--- src/rtl/branch_pkg.sv ---
// Shared definitions for the branch redirect controller: FSM encoding and
// instruction-stream constants.
package branch_pkg;

    typedef enum logic [1:0] {
        IDLE     = 2'd0,
        REDIRECT = 2'd1,
        SETTLE   = 2'd2
    } state_t;

    localparam int unsigned INSTR_BYTES = 4;

    // Wide enough for FETCH_LAT up to 7.
    localparam int unsigned CNT_W = 3;

    // Clears bit 0 of a JALR target; truncated to XLEN at the point of use.
    localparam logic [63:0] JALR_ALIGN_MASK = 64'hFFFF_FFFF_FFFF_FFFE;

endpackage

--- src/rtl/branch_target_calc.sv ---
// Combinational redirect address generation: taken target (PC- or rs1-relative,
// JALR bit 0 cleared) and sequential fall-through. All sums wrap mod 2^XLEN.
module branch_target_calc
    import branch_pkg::*;
#(
    parameter int unsigned XLEN = 32
) (
    input  logic [XLEN-1:0] pc,
    input  logic [XLEN-1:0] imm,
    input  logic [XLEN-1:0] rs1,
    input  logic            is_jalr,
    output logic [XLEN-1:0] target_c,
    output logic [XLEN-1:0] fallthrough_c
);

    logic [XLEN-1:0] base;
    logic [XLEN-1:0] target_sum;

    always_comb begin
        base          = is_jalr ? rs1 : pc;
        target_sum    = base + imm;
        target_c      = is_jalr ? (target_sum & XLEN'(JALR_ALIGN_MASK)) : target_sum;
        fallthrough_c = pc + XLEN'(INSTR_BYTES);
    end

endmodule

--- src/rtl/branch_redirect_ctrl.sv ---
// Post-EX redirect sequencer: detects mispredicts, flushes IF/ID and ID/EX,
// holds a redirect to fetch until accepted, then masks stale fetch output.
// Optional statistics counters are enabled by defining BRANCH_STATS_EN.
module branch_redirect_ctrl
    import branch_pkg::*;
#(
    parameter int unsigned XLEN      = 32,
    parameter int unsigned FETCH_LAT = 1
`ifdef BRANCH_STATS_EN
    ,
    parameter int unsigned STAT_W    = 32
`endif
) (
    input  logic              clk,
    input  logic              rst,
    input  logic              ex_valid,
    input  logic              ex_is_branch,
    input  logic              ex_is_jump,
    input  logic              ex_is_jalr,
    input  logic              ex_branch_taken,
    input  logic              ex_pred_taken,
    input  logic [XLEN-1:0]   ex_pc,
    input  logic [XLEN-1:0]   ex_imm,
    input  logic [XLEN-1:0]   ex_rs1,
    output logic              redirect_valid,
    output logic [XLEN-1:0]   redirect_pc,
    input  logic              redirect_ready,
    output logic              flush_if_id,
    output logic              flush_id_ex,
    output logic              ex_stall,
`ifdef BRANCH_STATS_EN
    output logic [STAT_W-1:0] stat_branches,
    output logic [STAT_W-1:0] stat_mispredicts,
`endif
    output logic              busy
);

    localparam logic [CNT_W-1:0] CNT_INIT = (FETCH_LAT == 0) ? '0 : CNT_W'(FETCH_LAT - 1);

    state_t            state;
    state_t            state_next;
    logic [CNT_W-1:0]  cnt;
    logic [CNT_W-1:0]  cnt_next;
    logic [XLEN-1:0]   pc_next;
    logic              redirect_valid_next;
    logic [XLEN-1:0]   target;
    logic [XLEN-1:0]   fallthrough;
    logic              is_ctrl;
    logic              act_taken;
    logic              resolve;
    logic              mispredict;

    branch_target_calc #(
        .XLEN (XLEN)
    ) u_target (
        .pc            (ex_pc),
        .imm           (ex_imm),
        .rs1           (ex_rs1),
        .is_jalr       (ex_is_jalr),
        .target_c      (target),
        .fallthrough_c (fallthrough)
    );

    // Resolution: a jump is always taken and overrides the branch flag.
    always_comb begin
        is_ctrl    = ex_is_branch | ex_is_jump;
        act_taken  = ex_is_jump | (ex_is_branch & ex_branch_taken);
        resolve    = ex_valid & is_ctrl & (state == IDLE);
        mispredict = resolve & (act_taken != ex_pred_taken);
    end

    // Next-state and control outputs; flush/stall/busy are forced low during reset.
    always_comb begin
        state_next  = state;
        cnt_next    = cnt;
        pc_next     = redirect_pc;
        flush_if_id = 1'b0;
        flush_id_ex = 1'b0;
        ex_stall    = 1'b0;
        busy        = 1'b0;

        unique case (state)
            IDLE: begin
                if (mispredict) begin
                    state_next  = REDIRECT;
                    pc_next     = act_taken ? target : fallthrough;
                    flush_if_id = 1'b1;
                    flush_id_ex = 1'b1;
                end
            end
            REDIRECT: begin
                flush_if_id = 1'b1;
                flush_id_ex = 1'b1;
                ex_stall    = 1'b1;
                busy        = 1'b1;
                if (redirect_ready) begin
                    state_next = (FETCH_LAT == 0) ? IDLE : SETTLE;
                    cnt_next   = CNT_INIT;
                end
            end
            SETTLE: begin
                flush_if_id = 1'b1;
                ex_stall    = 1'b1;
                busy        = 1'b1;
                if (cnt == '0) begin
                    state_next = IDLE;
                end else begin
                    cnt_next = cnt - CNT_W'(1);
                end
            end
            default: begin
                state_next = IDLE;
            end
        endcase

        if (rst) begin
            flush_if_id = 1'b0;
            flush_id_ex = 1'b0;
            ex_stall    = 1'b0;
            busy        = 1'b0;
        end

        redirect_valid_next = (state_next == REDIRECT);
    end

    always_ff @(posedge clk) begin
        if (rst) begin
            state          <= IDLE;
            cnt            <= '0;
            redirect_pc    <= '0;
            redirect_valid <= 1'b0;
        end else begin
            state          <= state_next;
            cnt            <= cnt_next;
            redirect_pc    <= pc_next;
            redirect_valid <= redirect_valid_next;
        end
    end

`ifdef BRANCH_STATS_EN
    logic [STAT_W-1:0] stat_branches_next;
    logic [STAT_W-1:0] stat_mispredicts_next;

    // Saturating event counters.
    always_comb begin
        stat_branches_next    = stat_branches;
        stat_mispredicts_next = stat_mispredicts;
        if (resolve && (stat_branches != '1)) begin
            stat_branches_next = stat_branches + STAT_W'(1);
        end
        if (mispredict && (stat_mispredicts != '1)) begin
            stat_mispredicts_next = stat_mispredicts + STAT_W'(1);
        end
    end

    always_ff @(posedge clk) begin
        if (rst) begin
            stat_branches    <= '0;
            stat_mispredicts <= '0;
        end else begin
            stat_branches    <= stat_branches_next;
            stat_mispredicts <= stat_mispredicts_next;
        end
    end
`endif

endmodule

--- config.mk ---
export PLATFORM = sky130hd
export DESIGN_NAME = branch_redirect_ctrl
export DESIGN_NICKNAME = d
export VERILOG_FILES = /design/src/rtl/branch_pkg.sv /design/src/rtl/branch_target_calc.sv /design/src/rtl/branch_redirect_ctrl.sv
export SDC_FILE = /design/constraint.sdc
export NUM_CORES = 1
export LEC_CHECK = 0
export ABC_CLOCK_PERIOD_IN_PS = 11150
export CORE_ASPECT_RATIO = 0.9
export CORE_UTILIZATION = 25
export CTS_CLUSTER_DIAMETER = 30
export DETAILED_ROUTE_END_ITERATION = 16
export PLACE_DENSITY = 0.53
export SLEW_MARGIN = 20
export SYNTH_ARGS = -nofsm -noshare
export SYNTH_HDL_FRONTEND = slang
export SYNTH_SLANG_ARGS = --single-unit
--- constraint.sdc ---
create_clock -name clk -period 11.15 [get_ports clk]
set_input_delay 2.7875 -clock clk [delete_from_list [all_inputs] [get_ports clk]]
set_output_delay 2.7875 -clock clk [all_outputs]
set_load 0.005 [all_outputs]
==> reports/metrics.yaml <==
critPathKind: "input port to primary output"
cts.sinks: 38
period_minus_slack_ns: 7.71
p_sw_share_pct: 34.7
gp_congestion: 0.926
grt_pass1_vias: 4550
syn_inst: 599
maxCapViolCount: 0
die_w_um: 143
numCtsBuffers: 5
firstDrtPassIters: 5
fill_cells: 1924
syn_area_um2: 4500
core_um2: 17600
rows: 46
port_buffers: 141
status: "finished, final reports clean"
clock_power_share_pct: 30.6
setup_tns_ns: 0
htreeDepth: 2
hpwl_um: 13900
slew_violations: 0
synth_ff_type: "dfxtp_1"
ctsResizeCount: 0
hold_violations: 0
r2r_cells: 9
ctsHoldBuffers: 0
placed_cells: 956
drive_gt1_share_pct: 8.29
start_util_pct: 25.6
n_antenna_cell: 0
p_sw_mw: 0.217
crit_top_cell: "clkdlybuf4s50_1"
whs_path_depth: 2
cp_cell_sequence: "clkdlybuf4s50_1 -> nor3b_1 -> o21ai_2 -> a21oi_2 -> buf_4 -> nor2_1 -> nor3_1 -> clkdlybuf4s50_1"
cp-start-kind: "input port"
drt-wirelength-per-cell_um: 17.6
cp-startpoint: "ex_pred_taken"
ys_seq_area_share_pct: 16.9
nNetsFinal: 867
postSynthAreaPerCell_um2: 7.52
viasPerCell: 5.01
comb_power_share_pct: 44.6
grt.overflow.total: 0
hold_path_class: "flip-flop to flip-flop"
required_ns: 8.36
cp_slowest_cell: "clkdlybuf4s50_1"
grt_usage_pct: 18.4
rr_startpoint: "state[0]"
critPathTopFamily: "buffers and inverters"
vdd_ir_drop_max_mv: 0.0893
grt_antenna_before_repair: 0
intPower_mw: 0.407
critPathMaxStageDelay_ns: 0.54
cts_tree: "yes"
end_kind: "primary output"
worstHoldStart: "redirect_pc[2]"
die_area_um2: 18600
grt_max_degree: 43
postRouteAntennaNets: 0
final_common_cell: "clkdlybuf4s50_1"
min_period_over_period_pct: 69.1
insertion_delay_ns: 0.29
layout_common_cells: "clkdlybuf4s50_1, nand2_1, nor2_1"
yosys_register_bits: 38
finalNonFillerCells: 964
seq_power_share_pct: 24.9
yosys_warnings: 0
arrival_ns: 4.92
yosysUniqueCellTypes: 67
synth_fp_nets: 743
ios: 142
maxSlewHeadroom_pct: 33.6
grt_pass1_wl_um: 25800
worst-slew-pin-transition_ns: 0.996
die_h_um: 129
ys_async_sr_fraction_pct: 0
clock_skew_ns: 0.00302
vias: 4827
syn_to_final_growth_pct: 40.0
power.density_nw_per_um2: 99.0
power.leakage_nw: 2.34
rsz0062_at_grt: "false"
cts-root-buf: "clkbuf_16"
setup_viol: 0
fmax_mhz: 130
crit_fanout: 37
first_iter_violations: 307
clk_pin_slew_ns: 0.06
cp.buffers_inverters: 3
wl_um: 16900
post-route-drc-count: 0
clk_path_buf_depth: 2
synth_edf_count: 0
postCtsSetupRepairBufs: 0
worst-path-stages: 8
[area by class of cell]
class / instances / area (um2) / area share (%)
Timing Repair Buffer: 144 / 1430 / 22.7
Clock inverter: 3 / 68.8 / 1.09
Sequential cell: 38 / 761 / 12.1
Tap cell: 240 / 300 / 4.76
Multi-Input combinational cell: 522 / 3570 / 56.7
Clock buffer: 5 / 125 / 1.98
Inverter: 12 / 45.0 / 0.715
[power groups by stage]
stage / Sequential (mW) / Clock (mW) / Combinational (mW)
after global placement: 0.158 / 0 / 0.276
after floorplan: 0.157 / 0 / 0.157
after CTS: 0.155 / 0.195 / 0.276
final: 0.155 / 0.191 / 0.278
after detailed placement: 0.158 / 0 / 0.275
after global routing: 0.156 / 0.198 / 0.304
[cells in the mapped netlist, drive strengths merged (3+ instances only)]
cell	instances	area (um2)
inv	12	45.0
ha	38	475
o21bai	6	45.0
xor2	26	228
a21o	16	121
and4	3	26.3
o21a	8	60.1
or3	5	31.3
xnor2	21	184
o21ai	38	198
nor3	29	155
nor2b	7	43.8
o22ai	3	18.8
o211ai	6	45.0
a21oi	46	241
a2111oi	4	35.0
mux2	30	338
buf	6	33.8
nand3	22	123
dfxtp	38	761
a311oi	4	35.0
o221ai	3	26.3
nor2	56	210
nor4	4	25.0
nand2b	6	37.5
a22oi	3	22.5
a211oi	4	30.0
a31oi	9	56.3
and2	4	25.0
a221oi	7	61.3
mux2i	5	50.1
nand2	60	233
nand4	10	68.8
nor3b	3	22.5
o31ai	3	22.5
and3	11	71.3
clkbuf	21	88.8
[cell families (layout without fill, tap and decap cells)]
kind of cell,count (synthesis),after routing,synth area share (%)
simple gates,226,226,24.9
compound gates,175,175,25.7
xor+xnor,47,47,9.14
fa+ha+maj,39,39,11.0
buf+inv,39,164,3.72
flops,38,38,16.9
mux,35,35,8.61
[worst min-delay path, delay by kind of cell, from the launching register on]
kind | cells | cell delay, ns
and+or+nand+nor | 1 | 0.05
AOI/OAI and AO/OA | 1 | 0.05
DFF | 1 | 0.32
[routing by layer]
layer  track usage (%)  wire length [um]  up-vias
met5                 0                 0        -
met4              4.57               247        0
met3              2.37               728       14
met2              29.5              7620      110
met1              25.8              8350     2232
li1                  -                 -     2471
[metrics by stage]
| step | worst slack (ns) | power, mW | hold WS, ns | area [um2] | utilization, % |
|---|---|---|---|---|---|
| 4_1_cts | 3.43 | 0.626 | 0.470 | 6300 | 35.8 |
| 3_3_place_gp | 3.45 | 0.434 | 0.459 | 6110 | 34.7 |
| 6_report | 3.44 | 0.624 | 0.464 | 6300 | 35.8 |
| 3_5_place_dp | 3.44 | 0.433 | 0.459 | 6110 | 34.7 |
| 5_1_grt | 3.27 | 0.658 | 0.491 | 6300 | 35.8 |
| 2_1_floorplan | 4.44 | 0.314 | 0.446 | 4500 | - |
[state kept, by name, summed over array words and instances, names as in the netlist]
register,cells
state,2
redirect_pc,32
cnt,3
redirect_valid,1
[final timing paths]
path	to	slack, ns
min reg2reg	redirect_pc[2]	0.46
max	flush_if_id	3.44
min	redirect_pc[2]	0.46
max reg2reg	redirect_pc[29]	8.73
No activity file was read; power rests on OpenSTA's default activity.
